`src/rtl/fixed_sqrt_if.sv`:
```
// Radicand-in / root-out bus for fixed_sqrt.
//   in_valid  : radicand-valid strobe (upstream divider result-valid)
//   in_data   : radicand, unsigned UQ10.10
//   busy      : root iteration in progress
//   out_valid : one-cycle result strobe
//   out_data  : root, unsigned UQ5.10
// master = producer of radicands / consumer of roots; slave = fixed_sqrt.
interface fixed_sqrt_if;
  logic        in_valid;
  logic [19:0] in_data;
  logic        busy;
  logic        out_valid;
  logic [14:0] out_data;

  modport master (output in_valid, output in_data,
                  input  busy, input out_valid, input out_data);
  modport slave  (input  in_valid, input in_data,
                  output busy, output out_valid, output out_data);
endinterface

```
`src/rtl/fixed_sqrt.sv`:
```
// Bit-serial fixed-point square root: out_data = floor(sqrt(in_data << 10)).
// One root bit is resolved per clock, MSB first, 15 clocks per result.
// Ports:
//   clk   : rising-edge clock
//   rst_n : synchronous active-low reset
//   sq    : fixed_sqrt_if.slave (in_valid/in_data in, busy/out_valid/out_data out)
module fixed_sqrt (
  input  logic         clk,
  input  logic         rst_n,
  fixed_sqrt_if.slave  sq
);

  localparam logic [0:0] IDLE = 1'b0;
  localparam logic [0:0] CALC = 1'b1;

  logic [0:0]  state_q, state_d;
  logic [19:0] rad_q, rad_d;
  logic [14:0] root_q, root_d;
  logic [14:0] bit_q, bit_d;
  logic [14:0] out_data_q, out_data_d;
  logic        out_valid_q, out_valid_d;

  logic [14:0] trial;
  logic [29:0] trial_sq;
  logic        fits;

  // Full 30-bit square against the radicand scaled to UQ20.20; the largest
  // root (7FFF) squared still fits, so nothing is truncated.
  assign trial    = root_q | bit_q;
  assign trial_sq = {15'b0, trial} * {15'b0, trial};
  assign fits     = (trial_sq <= {rad_q, 10'b0});

  always_comb begin
    state_d     = state_q;
    rad_d       = rad_q;
    root_d      = root_q;
    bit_d       = bit_q;
    out_data_d  = out_data_q;
    out_valid_d = 1'b0;
    case (state_q)
      IDLE: begin
        if (sq.in_valid) begin
          rad_d   = sq.in_data;
          root_d  = '0;
          bit_d   = 15'h4000;
          state_d = CALC;
        end
      end
      CALC: begin
        if (fits) root_d = trial;
        bit_d = bit_q >> 1;
        // Trial bit at position 0 means this edge resolves the last bit.
        if (bit_q[0]) begin
          out_data_d  = fits ? trial : root_q;
          out_valid_d = 1'b1;
          state_d     = IDLE;
        end
      end
      default: state_d = IDLE;
    endcase
  end

  always_ff @(posedge clk) begin
    if (!rst_n) begin
      state_q     <= IDLE;
      rad_q       <= '0;
      root_q      <= '0;
      bit_q       <= '0;
      out_data_q  <= '0;
      out_valid_q <= 1'b0;
    end else begin
      state_q     <= state_d;
      rad_q       <= rad_d;
      root_q      <= root_d;
      bit_q       <= bit_d;
      out_data_q  <= out_data_d;
      out_valid_q <= out_valid_d;
    end
  end

  assign sq.busy      = (state_q == CALC);
  assign sq.out_valid = out_valid_q;
  assign sq.out_data  = out_data_q;

endmodule

```
`src/flat_wrapper.sv`:
```
// flat-port wrapper written by rule: the top's interface ports become plain ports
module fixed_sqrt_flat 
  (clk, rst_n, sq_in_valid, sq_in_data, sq_busy, sq_out_valid, sq_out_data);
  fixed_sqrt_if sq_i ();
  input  logic clk;
  input  logic rst_n;
  input wire logic [$bits(sq_i.in_valid)-1:0] sq_in_valid;
  input wire logic [$bits(sq_i.in_data)-1:0] sq_in_data;
  output wire logic [$bits(sq_i.busy)-1:0] sq_busy;
  output wire logic [$bits(sq_i.out_valid)-1:0] sq_out_valid;
  output wire logic [$bits(sq_i.out_data)-1:0] sq_out_data;
  assign sq_i.in_valid = sq_in_valid;
  assign sq_i.in_data = sq_in_data;
  assign sq_busy = sq_i.busy;
  assign sq_out_valid = sq_i.out_valid;
  assign sq_out_data = sq_i.out_data;
  fixed_sqrt u_core (.clk(clk), .rst_n(rst_n), .sq(sq_i));
endmodule
```
`config.mk`:
```
export PLATFORM = sky130hd
export DESIGN_NAME = fixed_sqrt_flat
export DESIGN_NICKNAME = d
export VERILOG_FILES = /design/src/rtl/fixed_sqrt_if.sv /design/src/rtl/fixed_sqrt.sv /design/src/flat_wrapper.sv
export SDC_FILE = /design/constraint.sdc
export NUM_CORES = 1
export LEC_CHECK = 0
export ABC_AREA = 1
export BUFFER_PORTS_ARGS = -buffer_cell sky130_fd_sc_hd__clkbuf_2
export CAP_MARGIN = 20
export CORE_UTILIZATION = 45
export CTS_CLUSTER_SIZE = 14
export DETAILED_ROUTE_END_ITERATION = 12
export PLACE_DENSITY_LB_ADDON = 0.2
export SYNTH_ARGS = -nofsm -noshare
export SYNTH_HDL_FRONTEND = slang
export SYNTH_SLANG_ARGS = --single-unit
```
`constraint.sdc`:
```
create_clock -name clk -period 8.5 [get_ports clk]
set_input_delay 1.275 -clock clk [delete_from_list [all_inputs] [get_ports clk]]
set_output_delay 1.275 -clock clk [all_outputs]
set_load 0.02 [all_outputs]
```
==> reports/metrics.cfg, run 1 <==
[run_status]
status = finished, final reports clean

[setup_path]
arrival_ns = 7.99
r2r_start = u_core.root_q[6]$_SDFFE_PN0P_
endpoint_kind = register
critPathMaxFanout = 15
worst_setup_path_start_kind = register
critical-path-top-delay-family = adder cells
critical_path.slowest_cell = nor2_1
crit_type = reg2reg
rrSetupSlack_ns = 0.77
endpoint = u_core.sq.out_data[1]$_SDFFE_PN0P_
path_buf_inv = 4
critPathRequiredTime_ns = 8.76
reg2reg_depth = 31
crit_cells = 31
worst_r2r_endpoint = u_core.sq.out_data[1]$_SDFFE_PN0P_
slowest_delay_ns = 0.63
crit_start = u_core.root_q[6]$_SDFFE_PN0P_
cp_common_cell = fa_1

[timing]
postLayoutSetupSlackWorst_ns = 0.773
slew_headroom = 0.330
setup_tns_ns = 0
rsz0062_at_grt = false
max_freq_ghz = 0.129
drv_slew = 0
worst_pin_slew_ns = 1.00
fin_skew_ns = 0.0101
min_period_ns = 7.73
hold_violations = 0
finalCritPeriodShare = 0.909
setup_viol = 0

[place]
place_ws_ns = 0.478
place_congestion = 0.913
dp_hpwl_um = 19000
io_buffer_count = 39

[layout]
multiInputGateArea_um2 = 6810
layout-drive-gt1-share = 0.0896
syn2layout_area_growth_pct = 9.25
fillers = 2061
antennaDiodeCount = 0
seq_area_um2 = 1340
final_util = 0.502
nets = 1491

[logic_synthesis]
synth-adder-area-share = 0.442
synth_top_family_by_area = adder cells
synthSimpleGateAreaFrac = 0.172
synth_common_cells = inv_1, nand2_1, fa_1, nor2_1, ha_1
yosys.cell_types.count = 36
synth_compound_area_frac = 0.0939
synth.area.mux_share = 0
synth_fp_nets = 1450
synth-edff-count = 0
synth_top_area_cell = fa_1
ys_ff_latch = 67
synthesis.area_um2 = 9320
synth_top_area_share = 0.298
ys_warn_count = 0
yosys_most_used_dff = dfxtp_1
synth_area_leaders = fa_1, dfxtp_1, ha_1
avgSynthCellArea_um2 = 7.89
async_reset_ff_frac = 0
yosysMostFrequentCell = inv_1
ys_seq_area_frac = 0.144
synth_cells = 1181
synthXorXnorAreaFrac = 0.0225

[clocking]
cts_max_path_buffers = 2
path_clk_slew_ns = 0.06
clock-sinks = 67
cts_made_buffers = 9
postCtsHoldBufs = 0
clockRootBuffer = clkbuf_16
clkLatencyLatePin_ns = 0.35
htree_num_levels = 3
cts_tree = done

[drt]
wirelength_um = 22900
vias = 7376
route.detailed.drc = 0
routedWlPerCell_um = 15.3
first_pass_iters = 5
vias_per_cell = 4.93
antenna_left = 0
drt_first_iter_violations = 397

[die]
rows = 52
core_area_um2 = 20300
die_w_um = 146
die_h_um = 146
fp.dieArea_um2 = 21300
io_pins = 40
initial_core_util = 0.459

[power_and_ir_drop]
pwr-share-clk = 0.489
vdd_ir_drop_max_uv = 86.8
switching_share = 0.274
p_leak_nw = 5.18
power.internal_mw = 0.585
powerDensity_nw_per_um2 = 79.1
seq_power_share = 0.407
switchingPower_mw = 0.221
comb_power_share = 0.104

[grt]
antenna_found_initial = 0
grt_pass1_wl_um = 38800
grt_max_degree = 40
grt_pass1_vias = 7776
gr-total-overflow = 0
grt_use_total = 0.232

[flow_run]
maxCapViolCount = 0

[min_path]
hp-class = reg2reg
hold_depth = 2

## power groups by stage
stage	registers, mW	clock network, mW	logic [mW]
4_1_cts	0.328	0.398	0.0838
3_5_place_dp	0.335	0	0.0825
3_3_place_gp	0.335	0	0.0819
2_1_floorplan	0.334	0	0.0589
6_report	0.328	0.394	0.0837
5_1_grt	0.329	0.411	0.0945
## flip-flops by register name (all words and copies together) (netlist names)
signal	cells
u_core.rad_q	20
u_core.bit_q	15
u_core.sq.out_data	15
u_core.sq.out_valid	1
u_core.root_q	15
u_core.sq.busy	1
## worst min path at each step
| stage | from | end | slack [ns] |
|---|---|---|---|
| floorplan | u_core.rad_q[19]$_SDFFE_PN0P_ | u_core.rad_q[19]$_SDFFE_PN0P_ | 0.43 |
| global placement | u_core.sq.out_data[0]$_SDFFE_PN0P_ | u_core.sq.out_data[0]$_SDFFE_PN0P_ | 0.44 |
| detailed placement | u_core.sq.out_data[0]$_SDFFE_PN0P_ | u_core.sq.out_data[0]$_SDFFE_PN0P_ | 0.44 |
| CTS | u_core.sq.out_data[9]$_SDFFE_PN0P_ | u_core.sq.out_data[9]$_SDFFE_PN0P_ | 0.46 |
| global route | u_core.sq.out_data[13]$_SDFFE_PN0P_ | u_core.sq.out_data[13]$_SDFFE_PN0P_ | 0.48 |
| finish | u_core.sq.out_data[9]$_SDFFE_PN0P_ | u_core.sq.out_data[9]$_SDFFE_PN0P_ | 0.45 |
## layout by cell type (no fill, tap or decap), types with 4 or more instances in the layout
cell type,n
ha_1,107
clkbuf_16,9
clkbuf_2,39
inv_2,4
xor2_1,12
a21o_1,4
inv_1,276
o21ai_0,59
xnor2_1,12
nand2_1,172
nand3_2,10
nand3_1,22
nor3_1,11
a21oi_1,78
nor2_1,129
nor2_2,5
dfxtp_1,67
buf_4,18
o21ai_1,11
nand2_2,6
o21bai_1,4
nor2_4,6
fa_1,139
## stage by stage
stage | hold slack (ns) | total power [mW] | instance area (µm²) | cells
final | 0.455 | 0.806 | 10200 | 1497
after global routing | 0.484 | 0.835 | 10200 | 1497
after CTS | 0.457 | 0.810 | 10200 | 1496
after detailed placement | 0.444 | 0.418 | 9870 | 1480
after global placement | 0.442 | 0.417 | 9870 | 1480
after floorplan | 0.435 | 0.392 | 9320 | 1181
## layer usage
layer,vias up,global-route usage,part of all wire,routed length [µm]
met4,0,0.0621,0.019,444
met1,3488,0.321,0.47,10700
met3,35,0.0357,0.047,1090
met2,177,0.380,0.47,10700
met5,-,0,0,0
li1,3676,-,-,-
## worst min-delay path: cells and delay by family (launching register included)
| kind | cells | cell delay (ns) |
|---|---|---|
| flip-flops | 1 | 0.31 |
| AND/OR/NAND/NOR | 1 | 0.06 |
| AO/OA/AOI/OAI | 1 | 0.05 |
## kinds of logic after synthesis
family                     after synthesis
DFF                                     67
and+or+nand+nor                        370
adders and majority gates              246
AOI/OAI and AO/OA                      165
xor gates and xnor gates                24
buffers and inverters                  309
## final cells by class
cell class / count / share of cell area
multi-input combinational: 805 / 0.668
sequential: 67 / 0.132
inverter: 282 / 0.104
tap: 270 / 0.0332
timing repair buffer: 57 / 0.0324
clock buffer: 9 / 0.0221
clock inverter: 7 / 0.00823
## what timing repair did
action	CTS	global route
endpoints found under the setup margin	0	26
gates resized for setup	0	1
buffers inserted	0	0
Power figures use the tool's default switching activity.
==> run 2: changes to the inputs <==
--- a/config.mk
+++ b/config.mk
@@ -9,6 +9,7 @@
 export BUFFER_PORTS_ARGS = -buffer_cell sky130_fd_sc_hd__clkbuf_2
 export CAP_MARGIN = 20
 export CORE_UTILIZATION = 45
+export CTS_BUF_LIST = sky130_fd_sc_hd__clkbuf_8
 export CTS_CLUSTER_SIZE = 14
 export DETAILED_ROUTE_END_ITERATION = 12
 export PLACE_DENSITY_LB_ADDON = 0.2
==> run 2 against run 1 <==
Net effect:
- first-iteration DRC count increased by 6.5%
- via count barely moved
- routed wire length fell by 0.54%
- largest power group is now registers
- sequential cell count stayed put
- combinational power is 0.8% lower
- die area unchanged
- critical endpoint unchanged
- highest routed layer unchanged
- maximum frequency rose by 0.20%
==> reports/metrics.cfg, run 2 (synthesis gave the netlist of run 1 again) <==
[grt]
grt_pass1_wl_um = 38700  ; -0.23%
grt_use_total = 0.232  ; -0.000629
grt_max_degree = 40  ; unchanged
gr-total-overflow = 0  ; unchanged
grt_pass1_vias = 7725  ; -0.66%
antenna_found_initial = 0  ; unchanged

[drt]
wirelength_um = 22700  ; -0.54%
vias_per_cell = 4.93  ; about the same
antenna_left = 0  ; unchanged
drt_first_iter_violations = 423  ; +6.5%
first_pass_iters = 5  ; unchanged
route.detailed.drc = 0  ; unchanged
vias = 7383  ; +0.095%
routedWlPerCell_um = 15.2  ; -0.54%

[power_and_ir_drop]
vdd_ir_drop_max_uv = 77.6  ; -11%
comb_power_share = 0.119  ; +0.015
p_leak_nw = 5.13  ; -0.89%
power.internal_mw = 0.493  ; -16%
powerDensity_nw_per_um2 = 69.2  ; -13%
seq_power_share = 0.470  ; +0.063
switchingPower_mw = 0.205  ; -7.1%
pwr-share-clk = 0.412  ; -0.077
switching_share = 0.294  ; +0.0198

[die]
fp.dieArea_um2 = 21300  ; unchanged
core_area_um2 = 20300  ; unchanged
die_h_um = 146  ; unchanged
io_pins = 40  ; unchanged
die_w_um = 146  ; unchanged
rows = 52  ; unchanged
initial_core_util = 0.459  ; unchanged

[place]
place_congestion = 0.913  ; unchanged
dp_hpwl_um = 19000  ; unchanged
dpl_cell_area_um2 = 9870  ; unchanged
place_inst = 1480  ; unchanged
io_buffer_count = 39  ; unchanged

[timing]
slew_headroom = 0.330  ; about the same
min_period_ns = 7.71  ; -0.0153 ns
worst_pin_slew_ns = 1.00  ; -0.0000624 ns
fin_skew_ns = 0.0114  ; +0.00127 ns
finalCritPeriodShare = 0.907  ; -0.00180
setup_tns_ns = 0  ; unchanged
hold_violations = 0  ; unchanged
setup_viol = 0  ; unchanged
rsz0062_at_grt = false
max_freq_ghz = 0.130  ; +0.20%
drv_slew = 0  ; unchanged

[layout]
final_cell_mix = inv_1, nand2_1, fa_1
layout-drive-gt1-share = 0.0896  ; unchanged
final_util = 0.497  ; -0.00499
final_cell_area_um2 = 10100  ; -1.0%
mostFrequentLayoutCell = inv_1
final_cells = 1497  ; unchanged
max_flop_register = u_core.rad_q
nets = 1491  ; unchanged
largest_register_ffs = 20  ; unchanged
antennaDiodeCount = 0  ; unchanged
syn2layout_area_growth_pct = 8.16
fillers = 2070  ; +0.44%

[setup_path]
endpoint_kind = register
crit_type = reg2reg
cp_common_cell = fa_1
slowest_delay_ns = 0.61  ; -0.02 ns
critPathMaxFanout = 15  ; unchanged
arrival_ns = 7.99  ; about the same
critPathRequiredTime_ns = 8.78  ; +0.02 ns
critical_path.slowest_cell = nor2_1
worst_setup_path_start_kind = register

[flow_run]
maxCapViolCount = 0  ; unchanged

[run_status]
status = finished, final reports clean

[clocking]
clock-sinks = 67  ; unchanged
htree_num_levels = 3  ; unchanged
clkLatencyLatePin_ns = 0.36  ; about the same
post_cts_buffers = 0  ; unchanged
cts_tree = done
path_clk_slew_ns = 0.08  ; +0.02 ns
cts_max_path_buffers = 2  ; unchanged
clockRootBuffer = clkbuf_8
cts_made_buffers = 9  ; unchanged

[min_path]
hp-class = reg2reg

run 2: cell counts in the layout (fill, tap and decap cells not counted):
Identical to the previous run, type by type.
run 2: path summary, 6_finish.rpt:
| path | from | to | slack [ns] | depth (start not counted) |
|---|---|---|---|---|
| setup / recovery | u_core.root_q[6]$_SDFFE_PN0P_ | u_core.sq.out_data[1]$_SDFFE_PN0P_ | 0.79 | 30 |
| hold / removal | u_core.sq.out_data[9]$_SDFFE_PN0P_ | u_core.sq.out_data[9]$_SDFFE_PN0P_ | 0.46 | 2 |
| setup reg to reg | u_core.root_q[6]$_SDFFE_PN0P_ | u_core.sq.out_data[1]$_SDFFE_PN0P_ | 0.79 | 30 |
| hold reg to reg | u_core.sq.out_data[9]$_SDFFE_PN0P_ | u_core.sq.out_data[9]$_SDFFE_PN0P_ | 0.46 | 2 |
run 2: final cells by class:
| type | count | area, µm² | share of cell area |
|---|---|---|---|
| tap | 270 | 338 | 0.0335 |
| clock inverter | 7 | 83.8 | 0.00831 |
| multi-input combinational | 805 | 6810 | 0.675 |
| timing repair buffer | 57 | 330 | 0.0328 |
| inverter | 282 | 1060 | 0.105 |
| sequential | 67 | 1340 | 0.133 |
| clock buffer | 9 | 124 | 0.0123 |
run 2: critical path: cells and delay by family (launching register included):
| family | cells | cell delay (ns) |
|---|---|---|
| flops | 1 | 0.33 |
| fa+ha+maj | 8 | 3.63 |
| xor+xnor | 1 | 0.19 |
| compound gates | 6 | 1.19 |
| simple gates | 11 | 1.82 |
| buf+inv | 4 | 0.45 |
run 2: layer usage:
layer / share of wire / GRT usage
met5: 0 / 0
met2: 0.46 / 0.378
met3: 0.042 / 0.0376
met4: 0.019 / 0.0542
met1: 0.48 / 0.322
run 2: metrics by stage:
step	power [mW]	worst slack [ns]	hold WS, ns
floorplan	0.392	1.76	0.435
CTS	0.705	0.398	0.461
global placement	0.417	0.556	0.442
global route	0.730	0.259	0.488
finish	0.698	0.788	0.458
detailed placement	0.418	0.478	0.444
run 2: repair_timing:
item,in CTS,in global routing
hold endpoints to repair,0,0
setup endpoints to repair,0,25
resized for setup,0,1
hold buffers,0,0
run 2: power groups by stage:
stage	clock network (mW)	registers, mW	logic (mW)
after floorplan	0	0.334	0.0589
after global placement	0	0.335	0.0819
after detailed placement	0	0.335	0.0825
after CTS	0.294	0.328	0.0835
after global routing	0.307	0.329	0.0942
final	0.287	0.328	0.0830
==> run 3: changes to the inputs <==
==> constraint.sdc (replaced) <==
create_clock -name clk -period 7.95 [get_ports clk]
set_input_delay 1.1925 -clock clk [delete_from_list [all_inputs] [get_ports clk]]
set_output_delay 1.1925 -clock clk [all_outputs]
set_load 0.02 [all_outputs]
==> run 3 against run 2 <==
Net effect:
- clock power rose by 8.7%
- combinational power is 8.3% higher
- clock-buffer cell count is the same
- routed wire length is 2.2% higher
- clock skew up 0.0023 ns
- final cell count is 0.94% higher
- global-route usage rose by 0.46 points
- hold slack improved by 0.0010 ns
- register-to-register slack worse by 0.30 ns
- sequential share of layout area fell by 0.20 points
- critical path type unchanged
- largest power group unchanged
- highest routed layer unchanged
==> reports/metrics.cfg, run 3 (synthesis gave the netlist of run 1 again) <==
[run_status]
status = finished, final reports clean

[layout]
seq_area_um2 = 1340  ; unchanged
mostFrequentLayoutCell = inv_1
syn2layout_area_growth_pct = 9.78
fillers = 2111  ; +2.0%
final_cell_mix = inv_1, nand2_1, fa_1
largest_register_ffs = 20  ; unchanged
max_flop_register = u_core.rad_q
nets = 1505  ; +0.94%
final_util = 0.504  ; +0.00746
multiInputGateArea_um2 = 6820  ; +0.22%
antennaDiodeCount = 0  ; unchanged
layout-drive-gt1-share = 0.106  ; +0.0159

[grt]
grt_use_total = 0.236  ; +0.00457
grt_pass1_wl_um = 39000  ; +0.62%
grt_max_degree = 40  ; unchanged
gr-total-overflow = 0  ; unchanged
grt_pass1_vias = 7736  ; +0.14%
antenna_found_initial = 0  ; unchanged

[power_and_ir_drop]
comb_power_share = 0.120  ; about the same
p_leak_nw = 5.20  ; +1.3%
switchingPower_mw = 0.226  ; +10%
powerDensity_nw_per_um2 = 73.5  ; +6.2%
power.internal_mw = 0.527  ; +6.8%
switching_share = 0.300  ; +0.00626
pwr-share-clk = 0.415  ; +0.003
seq_power_share = 0.466  ; -0.004
vdd_ir_drop_max_uv = 96.5  ; +24%

[setup_path]
critical-path-top-delay-family = adder cells
cp_common_cell = fa_1
critical_path.slowest_cell = fa_1
endpoint_kind = register
critPathRequiredTime_ns = 8.25  ; -0.53 ns
arrival_ns = 7.76  ; -0.23 ns
worst_setup_path_start_kind = register
critPathMaxFanout = 15  ; unchanged
r2r_start = u_core.root_q[2]$_SDFFE_PN0P_
path_buf_inv = 6  ; +2
crit_type = reg2reg
crit_start = u_core.root_q[2]$_SDFFE_PN0P_
slowest_delay_ns = 0.53  ; -0.08 ns

[die]
initial_core_util = 0.459  ; unchanged
rows = 52  ; unchanged
die_h_um = 146  ; unchanged
core_area_um2 = 20300  ; unchanged
fp.dieArea_um2 = 21300  ; unchanged
die_w_um = 146  ; unchanged
io_pins = 40  ; unchanged

[timing]
slew_headroom = 0.363  ; +0.0327
fin_hold_ws_ns = 0.459  ; +0.00104 ns
setup_viol = 0  ; unchanged
rsz0062_at_grt = false
worst_pin_slew_ns = 0.952  ; -0.0488 ns
fin_skew_ns = 0.0136  ; +0.00225 ns
max_freq_ghz = 0.134  ; +3.3%
drv_slew = 0  ; unchanged
finalCritPeriodShare = 0.939  ; +0.0314
hold_violations = 0  ; unchanged
min_period_ns = 7.46  ; -0.249 ns

[clocking]
cts_made_buffers = 9  ; unchanged
cts_max_path_buffers = 2  ; unchanged
clock-sinks = 67  ; unchanged
path_clk_slew_ns = 0.08  ; about the same
cts_tree = done
clkLatencyLatePin_ns = 0.39  ; +0.03 ns
clockRootBuffer = clkbuf_8
htree_num_levels = 3  ; unchanged

[min_path]
hp-class = reg2reg
min_from = u_core.sq.out_data[0]$_SDFFE_PN0P_

[place]
place_congestion = 0.907  ; -0.67%
dp_hpwl_um = 19500  ; +2.4%
io_buffer_count = 39  ; unchanged

[drt]
wirelength_um = 23200  ; +2.2%
route.detailed.drc = 0  ; unchanged
vias = 7475  ; +1.2%
antenna_left = 0  ; unchanged
first_pass_iters = 5  ; unchanged
drt_first_iter_violations = 401  ; -5.2%
vias_per_cell = 4.95  ; +0.31%
routedWlPerCell_um = 15.4  ; +1.2%

[flow_run]
maxCapViolCount = 0  ; unchanged

==> run 3: changes by cell type in the layout (fill, tap and decap cells not counted) <==
| cell | change |
|---|---|
| buf_12 | +2 |
| buf_4 | +12 |
| inv_2 | +1 |
| nor2_1 | -4 |
| nor2_4 | +1 |
| clkinv_1 | -1 |
| clkinvlp_4 | +3 |
| nor2_2 | +3 |
| clkinv_4 | -1 |
| inv_1 | -2 |
==> run 3: cell type report <==
class	instances	share of cell area
timing repair buffer	71	0.0450
sequential	67	0.131
clock inverter	7	0.00807
clock buffer	9	0.0121
inverter	282	0.104
tap	270	0.0330
multi-input combinational	805	0.667
==> run 3: metal layers <==
layer | part of all wire | vias to the layer above | track usage
li1 | - | 3702 | -
met1 | 0.46 | 3537 | 0.319
met2 | 0.45 | 197 | 0.378
met3 | 0.058 | 39 | 0.0398
met4 | 0.032 | 0 | 0.0947
met5 | 0 | - | 0
==> run 3: timing repair <==
item | 4_1_cts | 5_1_grt
endpoints found under the setup margin | 5 | 30
setup buffers | 0 | 11
resized for setup | 1 | 8
pin swaps | 0 | 1
endpoints found under the hold margin | 0 | 0
hold buffers | 0 | 0
==> run 3: worst paths after layout <==
check / cells past startpoint / slack [ns] / end
setup / recovery: 33 / 0.49 / u_core.sq.out_data[14]$_SDFFE_PN0P_
hold / removal: 2 / 0.46 / u_core.sq.out_data[0]$_SDFFE_PN0P_
setup reg to reg: 33 / 0.49 / u_core.sq.out_data[14]$_SDFFE_PN0P_
hold reg to reg: 2 / 0.46 / u_core.sq.out_data[0]$_SDFFE_PN0P_
==> run 3: power by group through the flow <==
stage          clock network (mW)  logic [mW]  registers, mW
2_1_floorplan                   0      0.0630          0.357
3_3_place_gp                    0      0.0893          0.358
3_5_place_dp                    0      0.0904          0.358
4_1_cts                     0.319      0.0906          0.350
5_1_grt                     0.331       0.102          0.351
6_report                    0.312      0.0899          0.350
==> run 3: per-stage QoR <==
stage | area (µm²) | worst slack (ns) | setup TNS (ns) | cells | power, mW
floorplan | 9320 | 1.21 | 0 | 1181 | 0.420
global placement | 9900 | 0.0184 | 0 | 1484 | 0.447
detailed placement | 9900 | -0.00746 | -0.00746 | 1484 | 0.449
CTS | 10100 | 0.256 | 0 | 1500 | 0.760
global route | 10200 | 0.0280 | 0 | 1511 | 0.784
finish | 10200 | 0.487 | 0 | 1511 | 0.752
==> run 3: worst min-delay path, stage by stage, from the launching register on <==
cell	delay (ns)
dfxtp_1	0.32
nand2_1	0.06
nand2_1	0.04
